<file path="src/rtl/mc_control_fsm.sv">
// Multi-cycle RV32I control path: sequences FETCH/DECODE/EXEC/MEM/WB/TRAP,
// registers decoded datapath controls and counts retired instructions.
module mc_control_fsm #(
    parameter int TIMEOUT = 16,
    parameter int CNT_W   = 32,
    parameter int TO_W    = 8
) (
    input  logic             clk,
    input  logic             rst,
    input  logic [31:0]      instr,
    input  logic             imem_ack,
    input  logic             dmem_ack,
    input  logic             br_taken,
    output logic             imem_req,
    output logic             ir_wr,
    output logic             dmem_req,
    output logic             wr_en,
    output logic             rd_en,
    output logic             reg_wr,
    output logic             pc_wr,
    output logic             pc_src,
    output logic             sel_A,
    output logic             sel_B,
    output logic [3:0]       alu_op,
    output logic [2:0]       imm_gen,
    output logic [2:0]       br_type,
    output logic [1:0]       wb_sel,
    output logic [2:0]       state,
    output logic             trap,
    output logic [1:0]       cause,
    output logic [CNT_W-1:0] instret
);

    typedef enum logic [2:0] {
        S_FETCH  = 3'd0,
        S_DECODE = 3'd1,
        S_EXEC   = 3'd2,
        S_MEM    = 3'd3,
        S_WB     = 3'd4,
        S_TRAP   = 3'd5
    } state_t;

    localparam logic [6:0] OP_R     = 7'd51;
    localparam logic [6:0] OP_I     = 7'd19;
    localparam logic [6:0] OP_L     = 7'd3;
    localparam logic [6:0] OP_S     = 7'd35;
    localparam logic [6:0] OP_B     = 7'd99;
    localparam logic [6:0] OP_AUIPC = 7'd23;
    localparam logic [6:0] OP_LUI   = 7'd55;
    localparam logic [6:0] OP_JAL   = 7'd111;
    localparam logic [6:0] OP_JALR  = 7'd103;

    localparam bit             TO_EN     = (TIMEOUT != 0);
    localparam int             TO_LAST_I = (TIMEOUT > 0) ? TIMEOUT - 1 : 0;
    localparam logic [TO_W-1:0] TO_LAST  = TO_LAST_I[TO_W-1:0];

    // R-type ALU select from {instr[30], instr[25], funct3}; unknown encodings fall back to add.
    function automatic logic [3:0] r_alu_op(input logic b30, input logic b25, input logic [2:0] f3);
        logic [3:0] op;
        case ({b30, b25, f3})
            5'b00_000: op = 4'd0;
            5'b10_000: op = 4'd1;
            5'b00_001: op = 4'd2;
            5'b00_101: op = 4'd3;
            5'b10_101: op = 4'd4;
            5'b00_111: op = 4'd5;
            5'b00_110: op = 4'd6;
            5'b00_100: op = 4'd7;
            5'b00_011: op = 4'd8;
            5'b00_010: op = 4'd9;
            default:   op = 4'd0;
        endcase
        return op;
    endfunction

    // I-type ALU select; instr[30] only distinguishes srai from srli.
    function automatic logic [3:0] i_alu_op(input logic b30, input logic [2:0] f3);
        logic [3:0] op;
        case (f3)
            3'b000:  op = 4'd0;
            3'b001:  op = 4'd2;
            3'b101:  op = b30 ? 4'd4 : 4'd3;
            3'b111:  op = 4'd5;
            3'b110:  op = 4'd6;
            3'b100:  op = 4'd7;
            3'b011:  op = 4'd8;
            3'b010:  op = 4'd9;
            default: op = 4'd0;
        endcase
        return op;
    endfunction

    state_t            state_q, state_nx;
    logic [1:0]        cause_q, cause_nx;
    logic [TO_W-1:0]   wait_q, wait_nx;
    logic [CNT_W-1:0]  instret_q;
    logic              ld_ctrl, retire;

    logic [3:0] alu_op_q;
    logic [2:0] imm_gen_q, br_type_q;
    logic [1:0] wb_sel_q;
    logic       sel_a_q, sel_b_q;
    logic       is_load_q, is_store_q, is_branch_q, is_jump_q, reg_wr_q;

    logic [6:0] opcode;
    logic [2:0] funct3;
    logic       d_legal, d_sel_a, d_sel_b, d_load, d_store, d_branch, d_jump, d_reg_wr;
    logic [3:0] d_alu_op;
    logic [2:0] d_imm_gen, d_br_type;
    logic [1:0] d_wb_sel;
    logic       unused_instr_bits;

    assign opcode = instr[6:0];
    assign funct3 = instr[14:12];
    assign unused_instr_bits = ^{instr[31], instr[29:26], instr[24:15], instr[11:7]};

    always_comb begin
        d_legal   = 1'b1;
        d_alu_op  = 4'd0;
        d_imm_gen = 3'd0;
        d_br_type = 3'd2;
        d_sel_a   = 1'b0;
        d_sel_b   = 1'b0;
        d_wb_sel  = 2'd0;
        d_load    = 1'b0;
        d_store   = 1'b0;
        d_branch  = 1'b0;
        d_jump    = 1'b0;
        d_reg_wr  = 1'b0;
        case (opcode)
            OP_R: begin
                d_sel_a  = 1'b1;
                d_sel_b  = 1'b1;
                d_wb_sel = 2'd1;
                d_reg_wr = 1'b1;
                d_alu_op = r_alu_op(instr[30], instr[25], funct3);
            end
            OP_I: begin
                d_sel_a  = 1'b1;
                d_wb_sel = 2'd1;
                d_reg_wr = 1'b1;
                d_alu_op = i_alu_op(instr[30], funct3);
            end
            OP_L: begin
                d_sel_a  = 1'b1;
                d_load   = 1'b1;
                d_reg_wr = 1'b1;
            end
            OP_S: begin
                d_imm_gen = 3'd1;
                d_sel_a   = 1'b1;
                d_store   = 1'b1;
            end
            OP_B: begin
                d_imm_gen = 3'd2;
                d_br_type = funct3;
                d_branch  = 1'b1;
            end
            OP_AUIPC: begin
                d_imm_gen = 3'd3;
                d_wb_sel  = 2'd1;
                d_reg_wr  = 1'b1;
            end
            OP_LUI: begin
                d_imm_gen = 3'd3;
                d_sel_a   = 1'b1;
                d_wb_sel  = 2'd1;
                d_alu_op  = 4'd10;
                d_reg_wr  = 1'b1;
            end
            OP_JAL: begin
                d_imm_gen = 3'd4;
                d_wb_sel  = 2'd2;
                d_br_type = 3'd3;
                d_jump    = 1'b1;
                d_reg_wr  = 1'b1;
            end
            OP_JALR: begin
                d_sel_a   = 1'b1;
                d_wb_sel  = 2'd2;
                d_br_type = 3'd3;
                d_jump    = 1'b1;
                d_reg_wr  = 1'b1;
            end
            default: d_legal = 1'b0;
        endcase
    end

    always_comb begin
        state_nx = state_q;
        cause_nx = cause_q;
        wait_nx  = wait_q;
        ld_ctrl  = 1'b0;
        retire   = 1'b0;
        imem_req = 1'b0;
        ir_wr    = 1'b0;
        dmem_req = 1'b0;
        wr_en    = 1'b0;
        rd_en    = 1'b0;
        reg_wr   = 1'b0;
        pc_wr    = 1'b0;
        pc_src   = 1'b0;
        trap     = 1'b0;
        case (state_q)
            S_FETCH: begin
                imem_req = 1'b1;
                if (imem_ack) begin
                    ir_wr    = 1'b1;
                    state_nx = S_DECODE;
                    wait_nx  = '0;
                end else if (TO_EN && wait_q == TO_LAST) begin
                    state_nx = S_TRAP;
                    cause_nx = 2'd1;
                end else begin
                    wait_nx = wait_q + 1'b1;
                end
            end
            S_DECODE: begin
                if (d_legal) begin
                    ld_ctrl  = 1'b1;
                    state_nx = S_EXEC;
                end else begin
                    state_nx = S_TRAP;
                    cause_nx = 2'd2;
                end
            end
            S_EXEC: state_nx = (is_load_q || is_store_q) ? S_MEM : S_WB;
            S_MEM: begin
                dmem_req = 1'b1;
                wr_en    = is_store_q;
                rd_en    = is_load_q;
                // An ack on the final timeout cycle still completes the access.
                if (dmem_ack) begin
                    state_nx = S_WB;
                    wait_nx  = '0;
                end else if (TO_EN && wait_q == TO_LAST) begin
                    state_nx = S_TRAP;
                    cause_nx = 2'd3;
                end else begin
                    wait_nx = wait_q + 1'b1;
                end
            end
            S_WB: begin
                pc_wr    = 1'b1;
                reg_wr   = reg_wr_q;
                pc_src   = is_jump_q || (is_branch_q && br_taken);
                retire   = 1'b1;
                state_nx = S_FETCH;
            end
            S_TRAP:  trap = 1'b1;
            default: state_nx = S_FETCH;
        endcase
        // No memory requests or writes are issued while reset is held.
        if (!rst) begin
            imem_req = 1'b0;
            ir_wr    = 1'b0;
            dmem_req = 1'b0;
            wr_en    = 1'b0;
            rd_en    = 1'b0;
            reg_wr   = 1'b0;
            pc_wr    = 1'b0;
            pc_src   = 1'b0;
            trap     = 1'b0;
        end
    end

    always_ff @(posedge clk) begin
        if (!rst) begin
            state_q     <= S_FETCH;
            cause_q     <= 2'd0;
            wait_q      <= '0;
            instret_q   <= '0;
            alu_op_q    <= 4'd0;
            imm_gen_q   <= 3'd0;
            br_type_q   <= 3'd2;
            sel_a_q     <= 1'b0;
            sel_b_q     <= 1'b0;
            wb_sel_q    <= 2'd0;
            is_load_q   <= 1'b0;
            is_store_q  <= 1'b0;
            is_branch_q <= 1'b0;
            is_jump_q   <= 1'b0;
            reg_wr_q    <= 1'b0;
        end else begin
            state_q <= state_nx;
            cause_q <= cause_nx;
            wait_q  <= wait_nx;
            if (retire) instret_q <= instret_q + 1'b1;
            if (ld_ctrl) begin
                alu_op_q    <= d_alu_op;
                imm_gen_q   <= d_imm_gen;
                br_type_q   <= d_br_type;
                sel_a_q     <= d_sel_a;
                sel_b_q     <= d_sel_b;
                wb_sel_q    <= d_wb_sel;
                is_load_q   <= d_load;
                is_store_q  <= d_store;
                is_branch_q <= d_branch;
                is_jump_q   <= d_jump;
                reg_wr_q    <= d_reg_wr;
            end
        end
    end

    assign state   = state_q;
    assign cause   = cause_q;
    assign instret = instret_q;
    assign alu_op  = alu_op_q;
    assign imm_gen = imm_gen_q;
    assign br_type = br_type_q;
    assign sel_A   = sel_a_q;
    assign sel_B   = sel_b_q;
    assign wb_sel  = wb_sel_q;

endmodule

</file>
<file path="config.mk">
export PLATFORM = sky130hd
export DESIGN_NAME = mc_control_fsm
export DESIGN_NICKNAME = d
export VERILOG_FILES = /design/src/rtl/mc_control_fsm.sv
export SDC_FILE = /design/constraint.sdc
export NUM_CORES = 1
export LEC_CHECK = 0
export CORE_MARGIN = 2
export CORE_UTILIZATION = 50
export DETAILED_ROUTE_END_ITERATION = 6
export HOLD_SLACK_MARGIN = 0.03
export PLACE_DENSITY = 0.93
export SYNTH_ARGS = -nofsm -noshare
export SYNTH_HDL_FRONTEND = slang
export SYNTH_SLANG_ARGS = --single-unit
</file>
<file path="constraint.sdc">
create_clock -name clk -period 4.4 [get_ports clk]
set_clock_uncertainty 0.15 [all_clocks]
set_input_delay 0.66 -clock clk [delete_from_list [all_inputs] [get_ports clk]]
set_output_delay 0.66 -clock clk [all_outputs]
set_load 0.01 [all_outputs]
</file>
==> metrics.cfg, run 1 <==
[worst_setup_path]
crit_required_ns = 3.59
crit_arrival_ns = 2.36
cp_max_fo = 19
critPathLaunchType = input port
critPathCaptureType = primary output
critPathKind = input port to primary output

[synth]
synth_edf_count = 0
seq_area_frac_synth_pct = 40.83
synth_flop_cell = dfxtp_1
synth_top_area_share_pct = 40.83
yosys_warnings = 0
async_flop_share_pct = 0
synthTopCellsByArea = dfxtp_1 (41%), xor2_1 (7.5%), nor2_1 (6.6%), nand3_1 (4.1%), nand2_1 (3.6%)
syn_nets = 424
synth-seq-cells = 64
netlist_instances = 385
synth_top_cell_by_area = dfxtp_1
synth_area_um2 = 3138
avgSynthCellArea_um2 = 8.151
synthDistinctLibCells = 49

[clocking]
cts_tree = done
cts-hold-fix-buffers = 0
cts_buffer_depth = 2
cts-root-buf = clkbuf_8
cts_buffers = 9
clk_pin_slew_ns = 0.07
htree_levels = 3
cts_resized = 0
clock-sinks = 64
clk_latency_ns = 0.33
post-cts-setup-buffer-count = 0

[placed_design]
place_inst = 519
io_buffers = 76
dpl-instance-area_um2 = 3929
routabilityCongestion = 0.8733
place_hpwl_mm = 5.601

[timing]
tns_ns = 0
setup_viol = 0
min_period_ns = 3.167
final_max_slew_viol_count = 0
fin_crit_sh_pct = 71.98
hold_viol_final = 0
slew_headroom_pct = 39.71
max_freq_ghz = 0.3157
tightestPinTransition_ns = 0.9002
rsz0062_at_grt = no

[grt]
grt_pass1_wl_mm = 13.01
grt_pass1_vias = 2921
antenna_found_initial = 0
grt_max_degree = 30
overflow = 0
grt_util_all_layers_pct = 22.59

[routing]
finalWirelength_mm = 7.836
vias_per_cell = 5.783
drcViolationCount = 0
ant_nets = 0
drt_first_pass_iters = 4
wl_per_cell_um = 14.65
drt_iter0_markers = 139
vias = 3094

[die]
core-area_um2 = 5991
die_x_um = 83.22
die_h_um = 83.22
io_pins = 97
dieArea_um2 = 6926
rows = 28
initial_core_util_pct = 52.38

[finish]
fin_nets = 494
areaGrowthSynthToFinish_pct = 32.02
diodes = 0
postLayoutCellArea_um2 = 4143
final_common_cell = clkdlybuf4s50_1
finalNonFillerCells = 535
final_cell_mix = clkdlybuf4s50_1 (76), dfxtp_1 (64), nor2_1 (55)
drive_gt1_share_pct = 4.130

[pwr]
power_frac_comb_pct = 9.8
p_clk_share_pct = 43.2
seq_power_share_pct = 47.0
ir_worst_vdd_uv = 210.5
power_density_nw_per_um2 = 308.1
p_int_w = 0.0009788
p_leak_nw = 1.577
p_sw_w = 0.0002974
switching_share_pct = 23.30
total_power_w = 0.001276

[min_path]
hold_class = flop to flop

[run]
max_cap_viol_count = 0

[outcome]
outcome = complete, no violations

## synth_stat cells, types with 2 or more instances
cell type	number
and4_1	4
clkbuf_1	12
nor3_1	8
a21o_1	3
inv_1	7
ha_1	2
o31ai_1	2
nor2b_1	8
nand2_1	30
xor2_1	27
a211oi_1	2
and2_1	9
o21ai_0	20
a21oi_1	15
and3_1	17
nand4b_1	2
a31oi_1	5
mux2i_1	2
nand4_1	17
dfxtp_1	64
nor2_1	55
nand2b_1	5
o22ai_1	2
xnor2_1	8
or2_2	2
buf_2	6
o32a_1	2
nand3_1	26
o32ai_1	2
nor4_1	2
## final timing paths
| check | endpoint | slack, ns | cells past startpoint | startpoint |
|---|---|---|---|---|
| worst max-delay path | rd_en | 1.23 | 5 | rst |
| worst min-delay path | cause[0] | 0.31 | 2 | cause[0] |
| worst max register to register | instret[30] | 1.94 | 5 | state[2] |
| worst min register to register | cause[0] | 0.31 | 2 | cause[0] |
## critical path, stage by stage
cell	delay, ns
clkdlybuf4s50_1	0.42
inv_1	0.47
nor2_1	0.15
and2_1	0.19
clkdlybuf4s50_1	0.47
## registers in the layout, indices dropped and copies added (netlist names)
name         flops
reg_wr_q         1
is_branch_q      1
is_jump_q        1
sel_B            1
br_type          3
alu_op           4
wb_sel           2
sel_A            1
cause            2
imm_gen          3
is_store_q       1
wait_q           8
instret         32
state            3
is_load_q        1
## stage by stage
step / setup WS (ns) / utilization [%] / hold WS (ns)
final: 1.233 / 69.15 / 0.3073
after floorplan: 2.147 / - / 0.2857
after global routing: 1.109 / 69.15 / 0.3282
after detailed placement: 1.190 / 65.58 / 0.2959
after CTS: 1.222 / 69.15 / 0.3054
after global placement: 1.245 / 65.58 / 0.2941
## area by class of cell
class / count / area, µm²
well taps: 75 / 93.84
flip-flops and latches: 64 / 1281
repair buffers: 78 / 775.7
multi-input cells: 295 / 1752
clock buffers: 13 / 148.9
fillers: 467 / 1848
clock inverters: 3 / 65.06
inverters: 7 / 26.28
## power groups by stage
stage / clock, W / sequential, W / combinational (W)
2_1_floorplan: 0 / 0.000609 / 0.0000760
3_3_place_gp: 0 / 0.000612 / 0.000120
3_5_place_dp: 0 / 0.000612 / 0.000124
4_1_cts: 0.000560 / 0.000599 / 0.000125
5_1_grt: 0.000585 / 0.000601 / 0.000138
6_report: 0.000551 / 0.000600 / 0.000125
## per-layer routing
layer  vias to the layer above  share of wire [%]  GRT usage (%)
met5                         -                  0              0
li1                       1499                  -              -
met4                         0                1.8          9.985
met2                       117                 48          38.64
met3                        16                6.5          5.567
met1                      1462                 44          26.72
## cells by family (layout without fill, tap and decap cells)
| family | after synthesis | count (layout) | synth area share, % |
|---|---|---|---|
| AND/OR/NAND/NOR | 192 | 192 | 31.66 |
| AO/OA/AOI/OAI | 64 | 64 | 12.96 |
| flip-flops | 64 | 64 | 40.83 |
| XOR/XNOR | 35 | 35 | 9.769 |
| buffers and inverters | 26 | 101 | 3.349 |
| adder cells (fa/ha/maj) | 2 | 2 | 0.7973 |
| multiplexers | 2 | 2 | 0.6380 |
(Power assumes the default switching activity.)
==> inputs of run 2 (changes only) <==
--- a/config.mk
+++ b/config.mk
@@ -6,10 +6,10 @@
 export NUM_CORES = 1
 export LEC_CHECK = 0
 export CORE_MARGIN = 2
-export CORE_UTILIZATION = 50
+export CORE_UTILIZATION = 42
 export DETAILED_ROUTE_END_ITERATION = 6
 export HOLD_SLACK_MARGIN = 0.03
-export PLACE_DENSITY = 0.93
+export PLACE_DENSITY = 0.84
 export SYNTH_ARGS = -nofsm -noshare
 export SYNTH_HDL_FRONTEND = slang
 export SYNTH_SLANG_ARGS = --single-unit
==> constraint.sdc (replaced) <==
create_clock -name clk -period 2.8 [get_ports clk]
set_clock_uncertainty 0.15 [all_clocks]
set_input_delay 0.42 -clock clk [delete_from_list [all_inputs] [get_ports clk]]
set_output_delay 0.42 -clock clk [all_outputs]
set_load 0.01 [all_outputs]
==> metrics.cfg, run 2 (synthesized netlist as in run 1, its figures left out) <==
[pwr]
ir_worst_vdd_uv = 276.7
power_density_nw_per_um2 = 444.8
total_power_w = 0.001894
switching_share_pct = 24.42
power_frac_comb_pct = 11.4
p_leak_nw = 1.644
seq_power_share_pct = 49.4
p_clk_share_pct = 39.1
p_int_w = 0.001432
p_sw_w = 0.0004625

[die]
die_h_um = 90.44
initial_core_util_pct = 43.26
dieArea_um2 = 8178
die_x_um = 90.44
rows = 31
io_pins = 97
core-area_um2 = 7253

[routing]
vias_per_cell = 5.330
drt_first_pass_iters = 4
wl_per_cell_um = 13.68
finalWirelength_mm = 7.866
vias = 3065
ant_nets = 0
drt_iter0_markers = 103
drcViolationCount = 0

[worst_setup_path]
worst_path_largest_cell_delay_ns = 0.53
reg2reg_from = state[0]
cp_max_fo = 8
critPathKind = flop to primary output
worstPathCellList = buf_4 > nand3b_1 > nor2_1 > and2_1 > clkdlybuf4s50_1
worstReg2RegEnd = instret[22]
critPathLaunchType = flop
regToRegSetupSlack_ns = 0.53
critPathTopFamily = buffers and inverters
cp.depth = 5
crit_end = rd_en
ff2ff_path_depth = 5
critPathCaptureType = primary output
crit_arrival_ns = 2.07
worst_path_max_delay_cell = clkdlybuf4s50_1
crit_required_ns = 2.23
startpoint = state[0]
path_buf_inv = 2

[finish]
diodes = 0
drive_gt1_share_pct = 7.353
final_cell_mix = clkdlybuf4s50_1 (76), dfxtp_1 (64), nor2_1 (55)
areaGrowthSynthToFinish_pct = 35.73
seq_area_um2 = 1281
multi_input_area_um2 = 1752
num-fill-cells = 666
finalNonFillerCells = 575
final_common_cell = clkdlybuf4s50_1
fin_nets = 510
largest_reg_flops = 32

[run]
max_cap_viol_count = 0

[placed_design]
routabilityCongestion = 0.8561
place_hpwl_mm = 5.900
place_inst = 559
io_buffers = 76

[clocking]
cts_tree = done
cts_buffer_depth = 2
cts_resized = 0
cts_buffers = 9
cts-hold-fix-buffers = 0
clk_pin_slew_ns = 0.07
clock-sinks = 64
clk_latency_ns = 0.34
post-cts-setup-buffer-count = 0
cts-root-buf = clkbuf_8
htree_levels = 3

[timing]
max_freq_ghz = 0.3786
fin_crit_sh_pct = 94.34
hold_viol_final = 0
slew_headroom_pct = 56.61
final_max_slew_viol_count = 0
tightestPinTransition_ns = 0.6459
setup_viol = 0
tns_ns = 0
min_period_ns = 2.642
rsz0062_at_grt = no

[grt]
grt_util_all_layers_pct = 19.82
overflow = 0
antenna_found_initial = 0
grt_max_degree = 28
grt_pass1_wl_mm = 13.48
grt_pass1_vias = 2900

[min_path]
hold_class = flop to flop

[outcome]
outcome = complete, no violations

[run 2: cell count changes in the layout (fill, tap and decap cells not counted), sizes merged]
cell    before  now
clkbuf      13   12
bufinv       2    1
buf          2   18
clkinv       1    3
[run 2: area by class of cell]
type                       count  share of cell area [%]
multi-input combinational    295                   41.13
clock buffer                  12                   3.173
clock inverter                 4                   1.058
tap                           99                   2.908
timing repair buffer          94                   21.03
inverter                       7                  0.6169
sequential                    64                   30.08
[run 2: worst min path at each step]
stage,startpoint,end,depth (start not counted)
after floorplan,is_jump_q,is_jump_q,2
after global placement,sel_A,sel_A,2
after detailed placement,sel_A,sel_A,2
after CTS,cause[0],cause[0],2
after global routing,sel_A,sel_A,2
final,sel_A,sel_A,2
[run 2: worst min-delay path: cells and delay by family, from the launching register on]
family	cells	cell delay, ns
AND/OR/NAND/NOR	1	0.05
AO/OA/AOI/OAI	1	0.05
flip-flops	1	0.32
[run 2: through the flow]
| step | hold slack [ns] | utilization [%] | cell area (µm²) | setup slack, ns |
|---|---|---|---|---|
| after floorplan | 0.2857 | - | 3138 | 0.7922 |
| after global placement | 0.2935 | 56.24 | 4079 | 0.2685 |
| after detailed placement | 0.2974 | 56.24 | 4079 | 0.2496 |
| after CTS | 0.3069 | 58.72 | 4259 | 0.1487 |
| after global routing | 0.3211 | 58.72 | 4259 | 0.06570 |
| final | 0.3050 | 58.72 | 4259 | 0.1585 |
[run 2: routing by layer]
metal	wire, µm	vias to the layer above	global-route usage, %
met5	0	-	0
met4	73	0	5.000
met3	457	11	5.509
met2	3910	95	34.71
met1	3425	1425	23.98
li1	-	1534	-
[run 2: power by group through the flow]
stage          registers (W)  clock network [W]  logic, W
2_1_floorplan       0.000956                  0  0.000119
3_3_place_gp        0.000955                  0  0.000210
3_5_place_dp        0.000957                  0  0.000215
4_1_cts             0.000936           0.000767  0.000217
5_1_grt             0.000937           0.000802  0.000240
6_report            0.000936           0.000742  0.000216
